File: src/rtl/shift_arbiter_pkg.sv
// Shared constants for the shift arbiter slice.
//   OP_SLL / OP_SRA : shift opcode encodings carried on reqN_op
//   DATA_WIDTH      : operand/result width (only 32 supported)
//   SHAMT_WIDTH     : shift-amount width, log2(DATA_WIDTH)
//   REQ0 / REQ1     : requester indices used for grant and resp_id
package shift_pkg;

  localparam int unsigned DATA_WIDTH  = 32;
  localparam int unsigned SHAMT_WIDTH = 5;

  localparam logic OP_SLL = 1'b0;
  localparam logic OP_SRA = 1'b1;

  localparam logic REQ0 = 1'b0;
  localparam logic REQ1 = 1'b1;

endpackage

File: src/rtl/shift_arbiter_if.sv
// Bundle of the two requester handshakes and the result handshake.
//   reqN_valid/op/data/shamt : requester N -> arbiter
//   reqN_ready               : arbiter -> requester N
//   resp_valid/id/data       : arbiter -> consumer
//   resp_ready               : consumer -> arbiter
// modport master : the requesters/consumer side
// modport slave  : the arbiter side
interface shift_arbiter_if;
  import shift_pkg::*;

  logic                   req0_valid;
  logic                   req0_ready;
  logic                   req0_op;
  logic [DATA_WIDTH-1:0]  req0_data;
  logic [SHAMT_WIDTH-1:0] req0_shamt;

  logic                   req1_valid;
  logic                   req1_ready;
  logic                   req1_op;
  logic [DATA_WIDTH-1:0]  req1_data;
  logic [SHAMT_WIDTH-1:0] req1_shamt;

  logic                   resp_valid;
  logic                   resp_ready;
  logic                   resp_id;
  logic [DATA_WIDTH-1:0]  resp_data;

  modport master (
    output req0_valid, req0_op, req0_data, req0_shamt,
    output req1_valid, req1_op, req1_data, req1_shamt,
    output resp_ready,
    input  req0_ready, req1_ready,
    input  resp_valid, resp_id, resp_data
  );

  modport slave (
    input  req0_valid, req0_op, req0_data, req0_shamt,
    input  req1_valid, req1_op, req1_data, req1_shamt,
    input  resp_ready,
    output req0_ready, req1_ready,
    output resp_valid, resp_id, resp_data
  );

endinterface

File: src/rtl/shift_arbiter_core.sv
// Purely combinational shifter: SLL (zero fill) or SRA (sign fill).
//   op_i    : OP_SLL / OP_SRA
//   data_i  : operand
//   shamt_i : shift amount
//   result_o: shifted operand
// Built as a log shifter, one stage per shamt bit (1/2/4/8/16).
module shift_core
  import shift_pkg::*;
#(
  parameter int unsigned DATA_WIDTH  = shift_pkg::DATA_WIDTH,
  parameter int unsigned SHAMT_WIDTH = shift_pkg::SHAMT_WIDTH
) (
  input  logic                   op_i,
  input  logic [DATA_WIDTH-1:0]  data_i,
  input  logic [SHAMT_WIDTH-1:0] shamt_i,
  output logic [DATA_WIDTH-1:0]  result_o
);

  logic [DATA_WIDTH-1:0] stage [SHAMT_WIDTH+1];
  logic                  fill;

  assign fill     = (op_i == OP_SRA) ? data_i[DATA_WIDTH-1] : 1'b0;
  assign stage[0] = data_i;

  for (genvar k = 0; k < SHAMT_WIDTH; k++) begin : g_stage
    localparam int unsigned S = 1 << k;
    always_comb begin
      stage[k+1] = stage[k];
      if (shamt_i[k]) begin
        if (op_i == OP_SRA) begin
          stage[k+1] = {{S{fill}}, stage[k][DATA_WIDTH-1:S]};
        end else begin
          stage[k+1] = {stage[k][DATA_WIDTH-1-S:0], {S{1'b0}}};
        end
      end
    end
  end

  assign result_o = stage[SHAMT_WIDTH];

endmodule

File: src/rtl/shift_arbiter.sv
// Round-robin arbiter sharing one shift_core between two requesters,
// with a one-entry registered result slot.
//   clock : rising-edge clock
//   reset : synchronous, active-high
//   bus   : slave side of shift_arbiter_if (two request handshakes in,
//           one result handshake out)
// The slot may reload in the same cycle it is consumed, giving one
// result per cycle under continuous consumption.
module shift_arbiter
  import shift_pkg::*;
#(
  parameter int unsigned DATA_WIDTH  = shift_pkg::DATA_WIDTH,
  parameter int unsigned SHAMT_WIDTH = shift_pkg::SHAMT_WIDTH
) (
  input  logic           clock,
  input  logic           reset,
  shift_arbiter_if.slave bus
);

  logic                   resp_valid_q, resp_valid_d;
  logic                   resp_id_q,    resp_id_d;
  logic [DATA_WIDTH-1:0]  resp_data_q,  resp_data_d;
  logic                   last_grant_q, last_grant_d;

  logic                   slot_free;
  logic                   sel_valid;
  logic                   sel_id;
  logic                   handshake;

  logic                   mux_op;
  logic [DATA_WIDTH-1:0]  mux_data;
  logic [SHAMT_WIDTH-1:0] mux_shamt;
  logic [DATA_WIDTH-1:0]  shift_result;

  assign slot_free = !resp_valid_q || bus.resp_ready;

  // Selection is independent of slot_free so priority only rotates
  // on an actual handshake, never while the slot is blocked.
  always_comb begin
    sel_valid = bus.req0_valid || bus.req1_valid;
    sel_id    = REQ0;
    if (bus.req0_valid && bus.req1_valid) begin
      sel_id = ~last_grant_q;
    end else if (bus.req1_valid) begin
      sel_id = REQ1;
    end
  end

  // No ready is offered while reset is asserted.
  assign bus.req0_ready = !reset && slot_free && sel_valid && (sel_id == REQ0);
  assign bus.req1_ready = !reset && slot_free && sel_valid && (sel_id == REQ1);
  assign handshake      = bus.req0_ready || bus.req1_ready;

  always_comb begin
    if (sel_id == REQ1) begin
      mux_op    = bus.req1_op;
      mux_data  = bus.req1_data;
      mux_shamt = bus.req1_shamt;
    end else begin
      mux_op    = bus.req0_op;
      mux_data  = bus.req0_data;
      mux_shamt = bus.req0_shamt;
    end
  end

  shift_core #(
    .DATA_WIDTH  (DATA_WIDTH),
    .SHAMT_WIDTH (SHAMT_WIDTH)
  ) u_shift_core (
    .op_i     (mux_op),
    .data_i   (mux_data),
    .shamt_i  (mux_shamt),
    .result_o (shift_result)
  );

  always_comb begin
    resp_valid_d = resp_valid_q;
    resp_id_d    = resp_id_q;
    resp_data_d  = resp_data_q;
    last_grant_d = last_grant_q;
    if (resp_valid_q && bus.resp_ready) begin
      resp_valid_d = 1'b0;
    end
    if (handshake) begin
      resp_valid_d = 1'b1;
      resp_id_d    = sel_id;
      resp_data_d  = shift_result;
      last_grant_d = sel_id;
    end
  end

  always_ff @(posedge clock) begin
    if (reset) begin
      resp_valid_q <= 1'b0;
      resp_id_q    <= REQ0;
      resp_data_q  <= '0;
      last_grant_q <= REQ1;
    end else begin
      resp_valid_q <= resp_valid_d;
      resp_id_q    <= resp_id_d;
      resp_data_q  <= resp_data_d;
      last_grant_q <= last_grant_d;
    end
  end

  assign bus.resp_valid = resp_valid_q;
  assign bus.resp_id    = resp_id_q;
  assign bus.resp_data  = resp_data_q;

endmodule

File: src/flat_wrapper.sv
// flat-port wrapper written by rule: the top's interface ports become plain ports
module shift_arbiter_flat import shift_pkg::*;
#(
  parameter int unsigned DATA_WIDTH  = shift_pkg::DATA_WIDTH,
  parameter int unsigned SHAMT_WIDTH = shift_pkg::SHAMT_WIDTH
)
  (clock, reset, bus_req0_valid, bus_req0_op, bus_req0_data, bus_req0_shamt, bus_req1_valid, bus_req1_op, bus_req1_data, bus_req1_shamt, bus_resp_ready, bus_req0_ready, bus_req1_ready, bus_resp_valid, bus_resp_id, bus_resp_data);
  shift_arbiter_if bus_i ();
  input  logic clock;
  input  logic reset;
  input wire logic [$bits(bus_i.req0_valid)-1:0] bus_req0_valid;
  input wire logic [$bits(bus_i.req0_op)-1:0] bus_req0_op;
  input wire logic [$bits(bus_i.req0_data)-1:0] bus_req0_data;
  input wire logic [$bits(bus_i.req0_shamt)-1:0] bus_req0_shamt;
  input wire logic [$bits(bus_i.req1_valid)-1:0] bus_req1_valid;
  input wire logic [$bits(bus_i.req1_op)-1:0] bus_req1_op;
  input wire logic [$bits(bus_i.req1_data)-1:0] bus_req1_data;
  input wire logic [$bits(bus_i.req1_shamt)-1:0] bus_req1_shamt;
  input wire logic [$bits(bus_i.resp_ready)-1:0] bus_resp_ready;
  output wire logic [$bits(bus_i.req0_ready)-1:0] bus_req0_ready;
  output wire logic [$bits(bus_i.req1_ready)-1:0] bus_req1_ready;
  output wire logic [$bits(bus_i.resp_valid)-1:0] bus_resp_valid;
  output wire logic [$bits(bus_i.resp_id)-1:0] bus_resp_id;
  output wire logic [$bits(bus_i.resp_data)-1:0] bus_resp_data;
  assign bus_i.req0_valid = bus_req0_valid;
  assign bus_i.req0_op = bus_req0_op;
  assign bus_i.req0_data = bus_req0_data;
  assign bus_i.req0_shamt = bus_req0_shamt;
  assign bus_i.req1_valid = bus_req1_valid;
  assign bus_i.req1_op = bus_req1_op;
  assign bus_i.req1_data = bus_req1_data;
  assign bus_i.req1_shamt = bus_req1_shamt;
  assign bus_i.resp_ready = bus_resp_ready;
  assign bus_req0_ready = bus_i.req0_ready;
  assign bus_req1_ready = bus_i.req1_ready;
  assign bus_resp_valid = bus_i.resp_valid;
  assign bus_resp_id = bus_i.resp_id;
  assign bus_resp_data = bus_i.resp_data;
  shift_arbiter #(.DATA_WIDTH(DATA_WIDTH), .SHAMT_WIDTH(SHAMT_WIDTH)) u_core (.clock(clock), .reset(reset), .bus(bus_i));
endmodule
File: config.mk
export PLATFORM = sky130hd
export DESIGN_NAME = shift_arbiter_flat
export DESIGN_NICKNAME = d
export VERILOG_FILES = /design/src/rtl/shift_arbiter_pkg.sv /design/src/rtl/shift_arbiter_if.sv /design/src/rtl/shift_arbiter_core.sv /design/src/rtl/shift_arbiter.sv /design/src/flat_wrapper.sv
export SDC_FILE = /design/constraint.sdc
export NUM_CORES = 1
export LEC_CHECK = 0
export ABC_AREA = 1
export BUFFER_PORTS_ARGS = -buffer_cell sky130_fd_sc_hd__buf_2
export CAP_MARGIN = 20
export CORE_MARGIN = 2
export CORE_UTILIZATION = 40
export DETAILED_ROUTE_END_ITERATION = 8
export GPL_TIMING_DRIVEN = 0
export PLACE_DENSITY_LB_ADDON = 0.05
export SLEW_MARGIN = 20
export SYNTH_ARGS = -nofsm -noshare
export SYNTH_HDL_FRONTEND = slang
export SYNTH_HIERARCHICAL = 1
export SYNTH_SLANG_ARGS = --single-unit
File: constraint.sdc
create_clock -name clock -period 6.8 [get_ports clock]
set_clock_uncertainty 0.05 [all_clocks]
set_input_delay 2.04 -clock clock [delete_from_list [all_inputs] [get_ports clock]]
set_output_delay 2.04 -clock clock [all_outputs]
set_load 0.005 [all_outputs]
# [Word-level counts from Yosys, hierarchy flattened]
# Index checks and enable logic that the tools add are counted.
[totals] inputBits=81 out_inout_bits=36 ff_bits=35
[classes] bitwise=2 muxes=18 reduce_logical=12
[ops] op="32-bit 2-to-1 mux" n=11
[ops] op="1-bit logical AND" n=6
[ops] op="1-bit 2-to-1 mux" n=6
[ops] op="5-bit 2-to-1 mux" n=1
[ops] op="1-bit logical OR" n=3
[ops] op="1-bit zero test" n=2
[ops] op="1-bit NOT" n=2
[ops] op="2-bit nonzero test" n=1

# [Logic depth before layout (Yosys ltp)]
[depth] depth_word=14 depth_mapped=23 ltp_nobuf=21

# [Modules after synthesis]
# The synthesis kept the hierarchy.
[modules_own_cells] module="shift_core" cells_per_inst=674 instances=1 area_each_um2=2882.8 seq_area_each_um2=0.0
[modules_own_cells] module="shift_arbiter" cells_per_inst=347 instances=1 area_each_um2=2130.8 seq_area_each_um2=700.7

# [Least setup slack after synthesis]
# No wires, ideal clock.
[synth_timing] path_type="input to output" startpoint="input reset" endpoint="output bus_req0_ready" n_path_buf=2 required_ns=4.710 slack_ns=2.064 path_stages=5 arrival_time_ns=2.646 cell_sequence="buf_4 -> inv_2 -> nand3_4 -> buf_6 -> nor2_1"
[synth_via] elab_chain_cells=4
[synth_rtl] item="start, declared" line_no="flat_wrapper.sv:10" text="input logic reset;"
[synth_rtl] item="1-bit zero test" line_no="shift_arbiter.sv:50" text="assign bus.req0_ready = !reset && slot_free && sel_valid && (sel_id == REQ0);"
[synth_rtl] item="1-bit logical AND (3 in series)" line_no="shift_arbiter.sv:50"
[synth_rtl] item="end, declared" line_no="flat_wrapper.sv:20" text="output wire logic [$bits(bus_i.req0_ready)-1:0] bus_req0_ready;"
# No other way between the ends.

# [Worst setup path after layout]
[layout_timing] startpoint="input bus_req0_valid" endpoint="output bus_req1_ready"
[layout_via] elab_chain_cells=3 elab_cells_between_ends=5 classes_between="1 x mux; 4 x reduce/logical"
[layout_rtl] item="start, declared" line_no="flat_wrapper.sv:11" text="input wire logic [$bits(bus_i.req0_valid)-1:0] bus_req0_valid;"
[layout_rtl] item="1-bit logical AND or 1-bit logical OR (tied branches)" line_no="shift_arbiter.sv:42, shift_arbiter.sv:40"
[layout_rtl] item="1-bit 2-to-1 mux or 1-bit logical AND (tied branches)" line_no="shift_arbiter.sv:42, shift_arbiter.sv:51"
[layout_rtl] item="1-bit logical AND *" line_no="shift_arbiter.sv:51" text="assign bus.req1_ready = !reset && slot_free && sel_valid && (sel_id == REQ1);"
[layout_rtl] item="end, declared" line_no="flat_wrapper.sv:21" text="output wire logic [$bits(bus_i.req1_ready)-1:0] bus_req1_ready;"
# Every way passes the cells marked *; elsewhere a longest branch is shown, timed or not.

==> out/qor.csv <==
metric,value,unit
number of resized instances in the post-cts repair step,0,
net count of the finished layout,1224,
drt wl/cell,13.95,µm
vias per inst,4.986,
Post-Place Setup Slack,1.715,ns
Max-Slew Margin vs Limit,0.6557,
number of pins with negative max-slew slack in the final report,0,
total of fill cells in the finished design,1477,
TritonCTS clock tree,done,
gate family responsible for the most delay along the worst path,buffers and inverters,
setup TNS after final layout,0,ns
areal power density over the cells,188.3,nW/µm²
timing-limited maximum frequency,0.1969,GHz
max cap viols,0,
synth warn,6,
largest net degree at the start of global routing,11,
unrepaired setup endpoints after global routing,no,
"Largest stage delay, worst path",0.30,ns
Post-CTS Hold Fix Bufs,0,
total inserted antenna cells,0,
die outline height,116.0,µm
post-synthesis sequential area ratio,0.1398,
overall fraction of global-route tracks in use,0.2775,
Post-Synthesis Cells,1021,
clock slew seen by the registers of the worst setup and hold paths,0.05,ns
net count after synthesis,1102,
Min-Delay Path Class,reg -> reg,
total die area,13450,µm²
global-route wire length before repair,29.48,mm
Critical Setup Path Class,in -> out,
Leak,0.003346,µW
final global-route overflow total,0,
final clock period utilization by the worst path,0.7469,
via count of the first global-routing pass,5830,
min-delay src,u_core/last_grant_q,
drt initial violations,506,
slack of the critical path,1.721,ns
PortBufs,115,
outcome,finished clean,
Hold Crit Endpoint,u_core/last_grant_q,
critical register-to-register path endpoint,u_core/bus.resp_data[17],
number of top-level design ports,117,
total of flip-flops plus latches after synthesis,35,
post-detailed-route DRC marker count,0,
CTS Buf Count,5,
number of antenna violations at the first check in global routing,0,
hold violation total from the final report,0,
Worst Tran Pin Value,0.5165,ns
Die X-Extent,116.0,µm
number of cell rows,40,
total number of clock tree sinks,35,
Post-Synthesis Mean Instance Area,4.910,µm²
number of nets with antenna violations after routing,0,
placed wire-length estimate,14.72,mm
1st-pass router iterations,5,
wire length after detailed routing,18.30,mm
CP max FO,10,
worst flop-to-flop path startpoint,u_core/last_grant_q,
maximum root-to-sink buffer count,2,
length in cells of the worst reg-to-reg path,17,
area of the core,12110,µm²
worst-skew pair later-pin latency,0.28,ns
series of cell instances along the critical path,buf_2 -> a21oi_2 -> inv_2 -> buf_2 -> nor2_1 -> buf_2,
post-route minimum period,5.079,ns
total via count in the routed design,6542,
master cell of the clock root buffer,sky130_fd_sc_hd__clkbuf_16,
cell count of the worst hold path,2,
Critical Path End Type,output port,
CTS H-tree depth,2,
area delta synth->final,18.42,%
most used cell along the critical path,sky130_fd_sc_hd__buf_2,
minimum hold slack,0.4127,ns
number of distinct standard cells referenced by the synthesized netlist,25,
critical path data required time,4.71,ns
Worst Setup Start Kind,primary input,
standard cell with the maximum stage delay on the critical path,sky130_fd_sc_hd__a21oi_2,
buffering stage count on the worst path with inverters included,4,
post-CTS repair timing setup buffer count,0,
starting density of the core,0.4139,
Max rail drop VDD,0.00008580,V
Register-to-Register Setup Slack,3.56,ns
number of cells on the critical path,6,
total standard cell area after synthesis,5014,µm²
arrival time at the worst endpoint,2.99,ns
total setup violations reported at the end of the flow,0,
fraction of layout instances using a drive strength above 1,0.1923,
weighted congestion at the end of routability-driven global placement,0.9103,
[final cells by class]
class	instances	area (µm²)	area share
buffer	63	376.6	0.06344
multi-input combinational	830	3587	0.6042
inverter	93	349.1	0.05880
clock buffer	7	132.6	0.02234
timing repair buffer	115	575.6	0.09694
sequential	35	700.7	0.1180
tap	168	210.2	0.03541
clock inverter	1	5.005	0.0008430
[cell usage in the layout, fill, tap and decap left out, drive strengths merged]
cell and count:
a21o 1, a21oi 17, nand2 553, nor2 51, clkinv 2, buf 169
dfxtp 35, o211ai 3, inv 92, o21ai 45, clkbuf 16, nand4 5
nand3 155
[metal layers]
metal	vias up	routed length (µm)	part of all wire	global-route usage
li1	3398	-	-	-
met5	-	0	0	0
met3	35	943	0.052	0.01621
met1	2873	7960	0.43	0.3536
met2	236	8738	0.48	0.4869
met4	0	658	0.036	0.1159
[metrics by stage]
stage	total power, µW	std cells	area [µm²]	util
3_3_place_gp	892.4	1304	5799	0.4788
3_5_place_dp	892.8	1304	5799	0.4788
5_1_grt	1213	1312	5937	0.4902
6_report	1118	1312	5937	0.4902
4_1_cts	1114	1312	5937	0.4902
2_1_floorplan	692.1	1021	5014	-
[state kept, by name, indices dropped and copies added (netlist names)]
register,cells
u_core/bus.resp_id,1
u_core/last_grant_q,1
u_core/bus.resp_data,32
u_core/bus.resp_valid,1
[where the power goes]
| group | internal, µW | switching (µW) |
|---|---|---|
| Combinational | 212 | 441 |
| Sequential | 234 | 13.3 |
| Clock | 135 | 81.9 |
[worst max-delay path by stage]
stage                               from             end  slack [ns]
after detailed placement  bus_req0_valid  bus_req1_ready        1.72
final                     bus_req0_valid  bus_req1_ready        1.72
after global placement    bus_req0_valid  bus_req1_ready        1.73
after CTS                 bus_req0_valid  bus_req1_ready        1.71
after global routing      bus_req0_valid  bus_req1_ready        1.66
after floorplan                    reset  bus_req0_ready        2.06
[tightest hold or removal path, stage by stage, from the launching register on]
cell and delay, ns:
sky130_fd_sc_hd__dfxtp_1 0.31, sky130_fd_sc_hd__nand2_1 0.06, sky130_fd_sc_hd__nand2_1 0.04
[Yosys cell counts]
cell	number	share of area
sky130_fd_sc_hd__inv_2	10	0.0075
sky130_fd_sc_hd__nand4_1	5	0.0062
sky130_fd_sc_hd__buf_4	7	0.010
sky130_fd_sc_hd__inv_1	82	0.061
sky130_fd_sc_hd__buf_1	6	0.0045
sky130_fd_sc_hd__nor2_2	1	0.0012
sky130_fd_sc_hd__clkbuf_1	9	0.0067
sky130_fd_sc_hd__nand3_1	153	0.15
sky130_fd_sc_hd__nand2_1	551	0.41
sky130_fd_sc_hd__o21ai_2	33	0.058
sky130_fd_sc_hd__clkinv_1	1	0.00075
sky130_fd_sc_hd__o211ai_1	3	0.0045
sky130_fd_sc_hd__nand3_4	1	0.0035
sky130_fd_sc_hd__nor2_8	1	0.0040
sky130_fd_sc_hd__a21o_1	1	0.0015
sky130_fd_sc_hd__o21ai_0	7	0.0070
sky130_fd_sc_hd__buf_2	31	0.031
sky130_fd_sc_hd__a21oi_2	2	0.0035
sky130_fd_sc_hd__buf_6	10	0.022
sky130_fd_sc_hd__dfxtp_1	35	0.14
sky130_fd_sc_hd__o21ai_1	5	0.0050
sky130_fd_sc_hd__nand3_2	1	0.0020
sky130_fd_sc_hd__nor2_1	49	0.037
sky130_fd_sc_hd__nand2_2	2	0.0025
sky130_fd_sc_hd__a21oi_1	15	0.015
[kinds of logic after synthesis]
group	synth area share
compound gates	0.09408
buf+inv	0.1447
flops	0.1398
simple gates	0.6214
No activity file was read; power rests on OpenSTA's default activity.
